===== src/rtl/fpga_cfg_pkg.sv =====
// Shared constants and state encoding for the fabric configuration loader.
// Imported by the frame assembler and the loader top.
package fpga_cfg_pkg;

    localparam int FRAME_W       = 320;
    localparam int NUM_ROWS      = 172;
    localparam int WORD_W        = 32;
    localparam int WPF           = FRAME_W / WORD_W;
    localparam int ROW_CNT_W     = $clog2(NUM_ROWS);
    localparam int WORD_CNT_W    = $clog2(WPF);
    localparam int SETTLE_CYCLES = 10;
    localparam int SETTLE_W      = $clog2(SETTLE_CYCLES + 1);

    typedef enum logic [2:0] {
        ST_IDLE       = 3'd0,
        ST_ASSEMBLE   = 3'd1,
        ST_SETUP      = 3'd2,
        ST_STROBE     = 3'd3,
        ST_HOLD       = 3'd4,
        ST_SETTLE_FF  = 3'd5,
        ST_SETTLE_RDY = 3'd6,
        ST_DONE       = 3'd7
    } cfg_state_t;

endpackage


===== src/rtl/fpga_config_loader_assembler.sv =====
// Packs WORD_W-bit stream beats into one FRAME_W-bit row frame, LSB word first.
// frame_full flags the beat that completes the frame.
module cfg_frame_assembler
    import fpga_cfg_pkg::*;
(
    input  logic               clock,
    input  logic               rst,
    input  logic               beat,
    input  logic               clear,
    input  logic [WORD_W-1:0]  in_data,
    output logic [FRAME_W-1:0] frame,
    output logic               frame_full
);

    logic [WORD_CNT_W-1:0] word;

    assign frame_full = beat && (word == WORD_CNT_W'(WPF - 1));

    always_ff @(posedge clock) begin
        if (rst) begin
            word  <= '0;
            frame <= '0;
        end else if (clear) begin
            word <= '0;
        end else if (beat) begin
            frame[int'(word) * WORD_W +: WORD_W] <= in_data;
            word <= frame_full ? '0 : word + WORD_CNT_W'(1);
        end
    end

endmodule


===== src/rtl/fpga_config_loader.sv =====
// Streams a bitstream into the fabric row by row, then enables the fabric
// flip-flops and reports ready after two settle intervals.
module fpga_config_loader
    import fpga_cfg_pkg::*;
(
    input  logic                clock,
    input  logic                rst,
    input  logic                start,
    input  logic [WORD_W-1:0]   in_data,
    input  logic                in_valid,
    output logic                in_ready,
    output logic [FRAME_W-1:0]  configs_in,
    output logic [NUM_ROWS-1:0] configs_en,
    output logic                ff_en,
    output logic                rdy,
    output logic                busy
);

    cfg_state_t           state, state_d;
    logic [ROW_CNT_W-1:0] row, row_d;
    logic [SETTLE_W-1:0]  settle, settle_d;
    logic                 ff_en_d, rdy_d;
    logic                 beat, clear, frame_full;
    logic                 last_row, settle_done;

    assign in_ready    = (state == ST_ASSEMBLE);
    assign beat        = in_valid && in_ready;
    assign last_row    = (row == ROW_CNT_W'(NUM_ROWS - 1));
    assign settle_done = (settle == SETTLE_W'(SETTLE_CYCLES - 1));

    // The assembled frame drives the fabric directly; it only changes
    // while no row strobe can be active.
    cfg_frame_assembler u_asm (
        .clock      (clock),
        .rst        (rst),
        .beat       (beat),
        .clear      (clear),
        .in_data    (in_data),
        .frame      (configs_in),
        .frame_full (frame_full)
    );

    always_comb begin
        state_d    = state;
        row_d      = row;
        settle_d   = settle;
        ff_en_d    = ff_en;
        rdy_d      = rdy;
        clear      = 1'b0;
        configs_en = '0;
        busy       = 1'b1;
        unique case (state)
            ST_IDLE: begin
                busy = 1'b0;
                if (start) begin
                    state_d = ST_ASSEMBLE;
                    row_d   = '0;
                    clear   = 1'b1;
                end
            end
            ST_ASSEMBLE: begin
                if (frame_full) begin
                    state_d = ST_SETUP;
                end
            end
            ST_SETUP: begin
                state_d = ST_STROBE;
            end
            ST_STROBE: begin
                configs_en = {{(NUM_ROWS - 1){1'b0}}, 1'b1} << row;
                state_d    = ST_HOLD;
            end
            ST_HOLD: begin
                if (last_row) begin
                    state_d  = ST_SETTLE_FF;
                    settle_d = '0;
                end else begin
                    row_d   = row + ROW_CNT_W'(1);
                    state_d = ST_ASSEMBLE;
                end
            end
            ST_SETTLE_FF: begin
                if (settle_done) begin
                    ff_en_d  = 1'b1;
                    settle_d = '0;
                    state_d  = ST_SETTLE_RDY;
                end else begin
                    settle_d = settle + SETTLE_W'(1);
                end
            end
            ST_SETTLE_RDY: begin
                if (settle_done) begin
                    rdy_d    = 1'b1;
                    settle_d = '0;
                    state_d  = ST_DONE;
                end else begin
                    settle_d = settle + SETTLE_W'(1);
                end
            end
            ST_DONE: begin
                busy = 1'b0;
                if (start) begin
                    ff_en_d  = 1'b0;
                    rdy_d    = 1'b0;
                    row_d    = '0;
                    settle_d = '0;
                    clear    = 1'b1;
                    state_d  = ST_ASSEMBLE;
                end
            end
            default: begin
                state_d = ST_IDLE;
            end
        endcase
    end

    always_ff @(posedge clock) begin
        if (rst) begin
            state  <= ST_IDLE;
            row    <= '0;
            settle <= '0;
            ff_en  <= 1'b0;
            rdy    <= 1'b0;
        end else begin
            state  <= state_d;
            row    <= row_d;
            settle <= settle_d;
            ff_en  <= ff_en_d;
            rdy    <= rdy_d;
        end
    end

endmodule

===== config.mk =====
export PLATFORM = sky130hd
export DESIGN_NAME = fpga_config_loader
export DESIGN_NICKNAME = d
export VERILOG_FILES = /design/src/rtl/fpga_cfg_pkg.sv /design/src/rtl/fpga_config_loader_assembler.sv /design/src/rtl/fpga_config_loader.sv
export SDC_FILE = /design/constraint.sdc
export NUM_CORES = 1
export LEC_CHECK = 0
export CAP_MARGIN = 20
export CORE_MARGIN = 3
export CORE_UTILIZATION = 35
export DETAILED_ROUTE_END_ITERATION = 8
export DONT_BUFFER_PORTS = 1
export SYNTH_ARGS = -nofsm -noshare
export SYNTH_HDL_FRONTEND = slang
export SYNTH_SLANG_ARGS = --single-unit

===== constraint.sdc =====
create_clock -name clock -period 6.9 [get_ports clock]
set_input_delay 1.035 -clock clock [delete_from_list [all_inputs] [get_ports clock]]
set_output_delay 1.035 -clock clock [all_outputs]
set_load 0.05 [all_outputs]

==> results of run 1 <==
[layout by cell type (no fill, tap or decap), drive strengths merged, types with 2 or more instances in the layout]
master and instances:
nor3 11, o41ai 32, nor2b 42, nand2 252, a31oi 4, and3 4, o211ai 36, or3 6
clkinv 6, clkinvlp 3, and3b 2, nor4 4, or4 2, o31a 2, buf 30, nand4 69
ha 12, clkbuf 52, and4 5, bufinv 3, or3b 3, a21boi 2, nand3b 5, xor2 2
a21oi 72, o21ai 135, nor3b 3, dfxtp 341, mux2i 131, or2 3, nor4b 2, nor2 192
nand2b 5, inv 16, xnor2 4, o311ai 2, o211a 3, nand3 65, a22o 61
[state kept, by name, indices dropped and copies added, names as in the netlist]
signal       flops
ff_en            1
rdy              1
row              8
settle           4
state            3
u_asm.frame    320
u_asm.word       4
[through the flow]
step                hold slack [ns]  power [W]  worst slack (ns)  utilization (%)
CTS                          0.5289   0.004243             2.281            39.20
global route                 0.5344   0.004325             2.104            39.55
floorplan                    0.4797   0.002148             3.815                -
finish                       0.5344   0.004199             2.300            39.55
global placement             0.5041   0.002166             2.749            35.96
detailed placement           0.5216   0.002168             2.731            36.09
[metal layers]
| metal | track usage, % | wire [µm] | vias up |
|---|---|---|---|
| met5 | 0 | 0 | - |
| met4 | 7.945 | 1488 | 0 |
| met3 | 9.659 | 6355 | 96 |
| met2 | 40.96 | 27630 | 659 |
| met1 | 27.53 | 21080 | 6185 |
| li1 | - | - | 5800 |
[critical path: cells and delay by family, from the launching register on]
kind / cells / cell delay [ns]
AND/OR/NAND/NOR: 4 / 2.31
flip-flops: 1 / 0.71
[final cells by class]
class / instances / area, µm²
Tap cell: 532 / 665.6
Fill cell: 4087 / 24800
Timing Repair Buffer: 30 / 365.4
Clock buffer: 52 / 1092
Clock inverter: 15 / 181.4
Inverter: 13 / 53.80
Multi-Input combinational cell: 1185 / 7033
Sequential cell: 341 / 6830
[path summary, 6_finish.rpt]
| path | from | to | slack [ns] | cells past startpoint |
|---|---|---|---|---|
| hold reg to reg | settle[1] | settle[1] | 0.53 | 2 |
| hold / removal | settle[1] | settle[1] | 0.53 | 2 |
| setup / recovery | state[1] | configs_en[45] | 2.30 | 4 |
| setup reg to reg | u_asm.word[0] | u_asm.frame[284] | 2.91 | 7 |
[report_power, final]
group	switching [W]	internal (W)
clock network	0.000844	0.00123
registers	0.0000448	0.00198
logic	0.0000793	0.0000257
total	0.000968	0.00323
[cells by family after synthesis]
group | share of synthesized area (%)
DFF | 46.66
buffers and inverters | 5.739
xor gates and xnor gates | 0.4106
AOI/OAI and AO/OA | 15.70
muxes | 8.963
and+or+nand+nor | 21.49
adders and majority gates | 1.026
==> summary.md, run 1 <==
| Metric | Value |
|---|---|
| Outcome | complete, no violations |
| Max Cap Viol | 0 |
| RSZ-0062 raised after global routing | no |
| Routability cong. | 0.8138 |
| Crit-path max FO | 20 |
| Worst skew pair latency | 0.56 ns |
| Drt initial violations | 867 |
| Max stage delay on crit path | 0.74 ns |
| Fmax | 217.4 MHz |
| Startpoint Class | flop |
| Final Non-Filler Cells | 2168 |
| Cell row count | 74 |
| Port Buf Inserts | 0 |
| Post-CTS setup buffers | 0 |
| Pleak | 5.337 nW |
| Vias per inst | 5.876 |
| Most common cell in the netlist | dfxtp_1 |
| Pwr/cell area | 258.9 mW/mm² |
| Fraction of layout cells with a size suffix above 1 | 6.907% |
| Final Hold Viols | 0 |
| Die Width | 210.4 µm |
| CP max stage cell | nor2_1 |
| # IOs | 532 |
| Least-Margin Pin Slew | 1.088 ns |
| Cells after Synth | 1706 |
| Routed WL | 56550 µm |
| Root Buffer | clkbuf_16 |
| Final Skew | 0.02011 ns |
| Top cell type's share of synthesized area | 46.66% |
| Clock slew at reported path FFs | 0.06 ns |
| Routed Antenna Nets | 0 |
| Routed WL per cell | 26.08 µm |
| Number of global-route vias before repair | 11990 |
| CP arrival | 3.56 ns |
| Top FF cell, synth | dfxtp_1 |
| Nets | 1656 |
| First-pass iteration count of the detailed router | 5 |
| Yosys cell types | 65 |
| Layout area overhead | 10.89% |
| Syn nets | 1754 |
| Initial antenna violation count | 1 |
| Post-CTS Resized | 0 |
| Final Setup Violations | 0 |
| Worst min-delay path category | flop to flop |
| Die Ht | 210.4 µm |
| Final worst-path cycle share | 66.66% |
| CTS tree | yes |
| Setup Crit Path Kind | flop to output port |
| CTS max path bufs | 3 |
| Starting Density | 35.67% |
| Post-route cell area | 0.01622 mm² |
| Syn_area_per_cell | 8.575 µm² |
| Setup_tns | 0 ns |
| Clk sinks | 341 |
| DRC violations left | 0 |
| Peak supply drop | 0.1668 mV |
| Hold-fix buffer count after cts | 0 |
| Crit end category | output port |
| Async set-reset flop share out of synthesis | 0% |
| Global-route wire length before repair | 81370 µm |
| Worst path required time | 5.86 ns |
| Largest net degree at the start of global routing | 113 |
| Max-slew violations | 0 |
| Antenna cell count | 0 |
| Max_slew headroom | 27.46% |
| Synth cell count leaders | 341 x dfxtp_1, 251 x nand2_1, 191 x nor2_1, 131 x mux2i_1, 117 x clkbuf_1 |
| FF+latch count, synth | 341 |
| H-Tree Depth | 2 |
| Core Area | 0.04102 mm² |
| Total gr overflow | 0 |
| Register area share after synthesis | 46.66% |
| Placed Instance Area | 0.01480 mm² |
| Fin crit period | 4.600 ns |
| Vias post-DR | 12740 |
| CP Cell Sequence | and2_1 > nand4b_1 > or3b_1 > nor2_1 |
| Full die area | 0.04429 mm² |
| Hpwl dp | 39090 µm |
| Post-synth EDFFs | 0 |
| Synth area leaders | dfxtp_1 47%, mux2i_1 9.0%, nand2_1 6.4% |
| TritonCTS buffer count | 37 |
| YS warnings | 0 |
| Synth area leader | dfxtp_1 |
| Post-Syn Area | 0.01463 mm² |
| Post-Place Cells | 2095 |
| Total GRT Usage | 24.01% |
Note: power is estimated with default switching activity, not from simulation.
==> run 2: changes to the inputs <==
==> constraint.sdc (replaced) <==
create_clock -name clock -period 4.8 [get_ports clock]
set_input_delay 0.72 -clock clock [delete_from_list [all_inputs] [get_ports clock]]
set_output_delay 0.72 -clock clock [all_outputs]
set_load 0.05 [all_outputs]
==> run 2 against run 1 <==
Net effect: combinational power increased by 49%; die area unchanged; setup slack got worse by 1.7 ns; register-to-register slack got worse by 1.5 ns; cell count increased by 2.1%; critical path depth unchanged; clock power increased by 38%; cell area increased by 1.5%; non-clock buffer count increased by 49; critical endpoint is now configs_en[46]; count of clock-buffer cells in the layout decreased by 3; clock skew increased by 0.012 ns; critical path type unchanged.
==> summary.md, run 2 (synthesis results as in run 1) <==
| Metric | Value |
|---|---|
| Outcome | complete, no violations |
| Final worst-path cycle share | 87.77% |
| Placed Instance Area | 0.01515 mm² |
| CP arrival | 3.49 ns |
| Least-Margin Pin Slew | 1.024 ns |
| Initial antenna violation count | 0 |
| Fin crit period | 4.213 ns |
| R2R Setup Slk | 1.38 ns |
| Routed Antenna Nets | 0 |
| DRC violations left | 0 |
| Routed WL | 56400 µm |
| Worst path required time | 4.08 ns |
| H-Tree Depth | 2 |
| Setup_tns | 0 ns |
| Vias post-DR | 12910 |
| Starting Density | 35.67% |
| Reg2Reg Depth | 7 |
| Layout area overhead | 12.51% |
| Die Width | 210.4 µm |
| Worst min-delay path category | input port to flop |
| Pwr/cell area | 359.8 mW/mm² |
| Final Hold Viols | 0 |
| Clock slew at reported path FFs | 0.06 ns |
| TritonCTS buffer count | 37 |
| Global-route wire length before repair | 81100 µm |
| Fraction of layout cells with a size suffix above 1 | 9.459% |
| Root Buffer | clkbuf_16 |
| Port Buf Inserts | 0 |
| Largest net degree at the start of global routing | 113 |
| Critical Path End | configs_en[46] |
| Hpwl dp | 39160 µm |
| Reg-to-reg startpoint | u_asm.word[2] |
| Max reg flops | 320 |
| CTS max path bufs | 3 |
| Drt initial violations | 824 |
| Crit-path max FO | 20 |
| Setup crit start | state[1] |
| # IOs | 532 |
| RSZ-0062 raised after global routing | no |
| Stages on the worst setup path | 4 |
| Most frequent cells in the layout | 340 x dfxtp_1, 251 x nand2_1, 190 x nor2_1 |
| Worst skew pair latency | 0.55 ns |
| Nets | 1705 |
| Max_slew headroom | 31.59% |
| R2r endpoint | u_asm.frame[282] |
| Vias per inst | 5.830 |
| Max-slew violations | 0 |
| CTS tree | yes |
| Critical path's top delay family | simple AND/OR/NAND/NOR gates |
| Total gr overflow | 0 |
| Die Ht | 210.4 µm |
| Max Cap Viol | 0 |
| Core Area | 0.04102 mm² |
| CP max stage cell | nor2_1 |
| Clk sinks | 341 |
| Post-CTS Resized | 0 |
| Final Setup Violations | 0 |
| Full die area | 0.04429 mm² |
| Number of global-route vias before repair | 12110 |
| Startpoint Class | flop |
| Cell row count | 74 |
| Registers with the most flip-flops | u_asm.frame: 320 flops, row: 8 flops |
| Total GRT Usage | 23.91% |
| Routed WL per cell | 25.47 µm |
| First-pass iteration count of the detailed router | 5 |
| Fmax | 237.4 MHz |
| Routability cong. | 0.8205 |
| Post-CTS setup buffers | 0 |
| Leading cell type in the layout, fill and taps excluded | dfxtp_1 |
| Hold-fix buffer count after cts | 0 |
| Crit path buf inv count | 0 |
| Final Skew | 0.03192 ns |
| Crit end category | output port |
| Max stage delay on crit path | 0.71 ns |
| Setup Crit Path Kind | flop to output port |
| Peak supply drop | 0.2984 mV |
| Pleak | 5.548 nW |
| Reg with most FFs | u_asm.frame |
| CP Cell Sequence | and2_1 > nand4b_1 > or3b_1 > nor2_1 |
| Post-route cell area | 0.01646 mm² |
-- run 2: area by class of cell --
cell class | instances | area [µm²]
clock buffer | 49 | 1072
inverter | 13 | 53.80
clock inverter | 14 | 136.4
tap | 532 | 665.6
multi-input combinational | 1185 | 7033
timing repair buffer | 79 | 665.6
sequential | 341 | 6830
antenna | 1 | 2.502
fill | 4015 | 24560
-- run 2: per-layer routing --
| layer | share of wire, % | track usage, % |
|---|---|---|
| met1 | 38 | 27.91 |
| met2 | 47 | 39.43 |
| met3 | 10 | 8.454 |
| met4 | 4.5 | 11.27 |
| met5 | 0 | 0 |
-- run 2: how the worst min path moves through the flow --
stage,start,to,slack (ns),cells past startpoint
after floorplan,row[7],row[7],0.48,2
after global placement,row[7],row[7],0.50,2
after detailed placement,row[7],row[7],0.51,2
after CTS,rst,u_asm.frame[253],0.22,1
after global routing,rst,settle[0],0.22,1
final,rst,settle[0],0.25,1
-- run 2: report_power, final --
| part | internal [W] | leakage (nW) | total (W) | switching (W) |
|---|---|---|---|---|
| Clock | 0.00168 | 0.598 | 0.00286 | 0.00119 |
| Combinational | 0.0000368 | 2.20 | 0.000156 | 0.000119 |
| Sequential | 0.00284 | 2.75 | 0.00290 | 0.0000578 |
| Total | 0.00456 | 5.55 | 0.00592 | 0.00136 |
-- run 2: through the flow --
stage                     worst slack (ns)  power [W]  instances  hold slack [ns]  util [%]
after floorplan                      2.030   0.003087       1706           0.4797         -
after global placement               1.260   0.003114       2146           0.4953     36.93
after detailed placement             1.136   0.003116       2146           0.5075     36.93
after CTS                           0.5357   0.005986       2209           0.2247     39.87
after global routing                0.2685   0.006124       2213           0.2207     40.12
final                               0.5871   0.005922       2214           0.2500     40.13
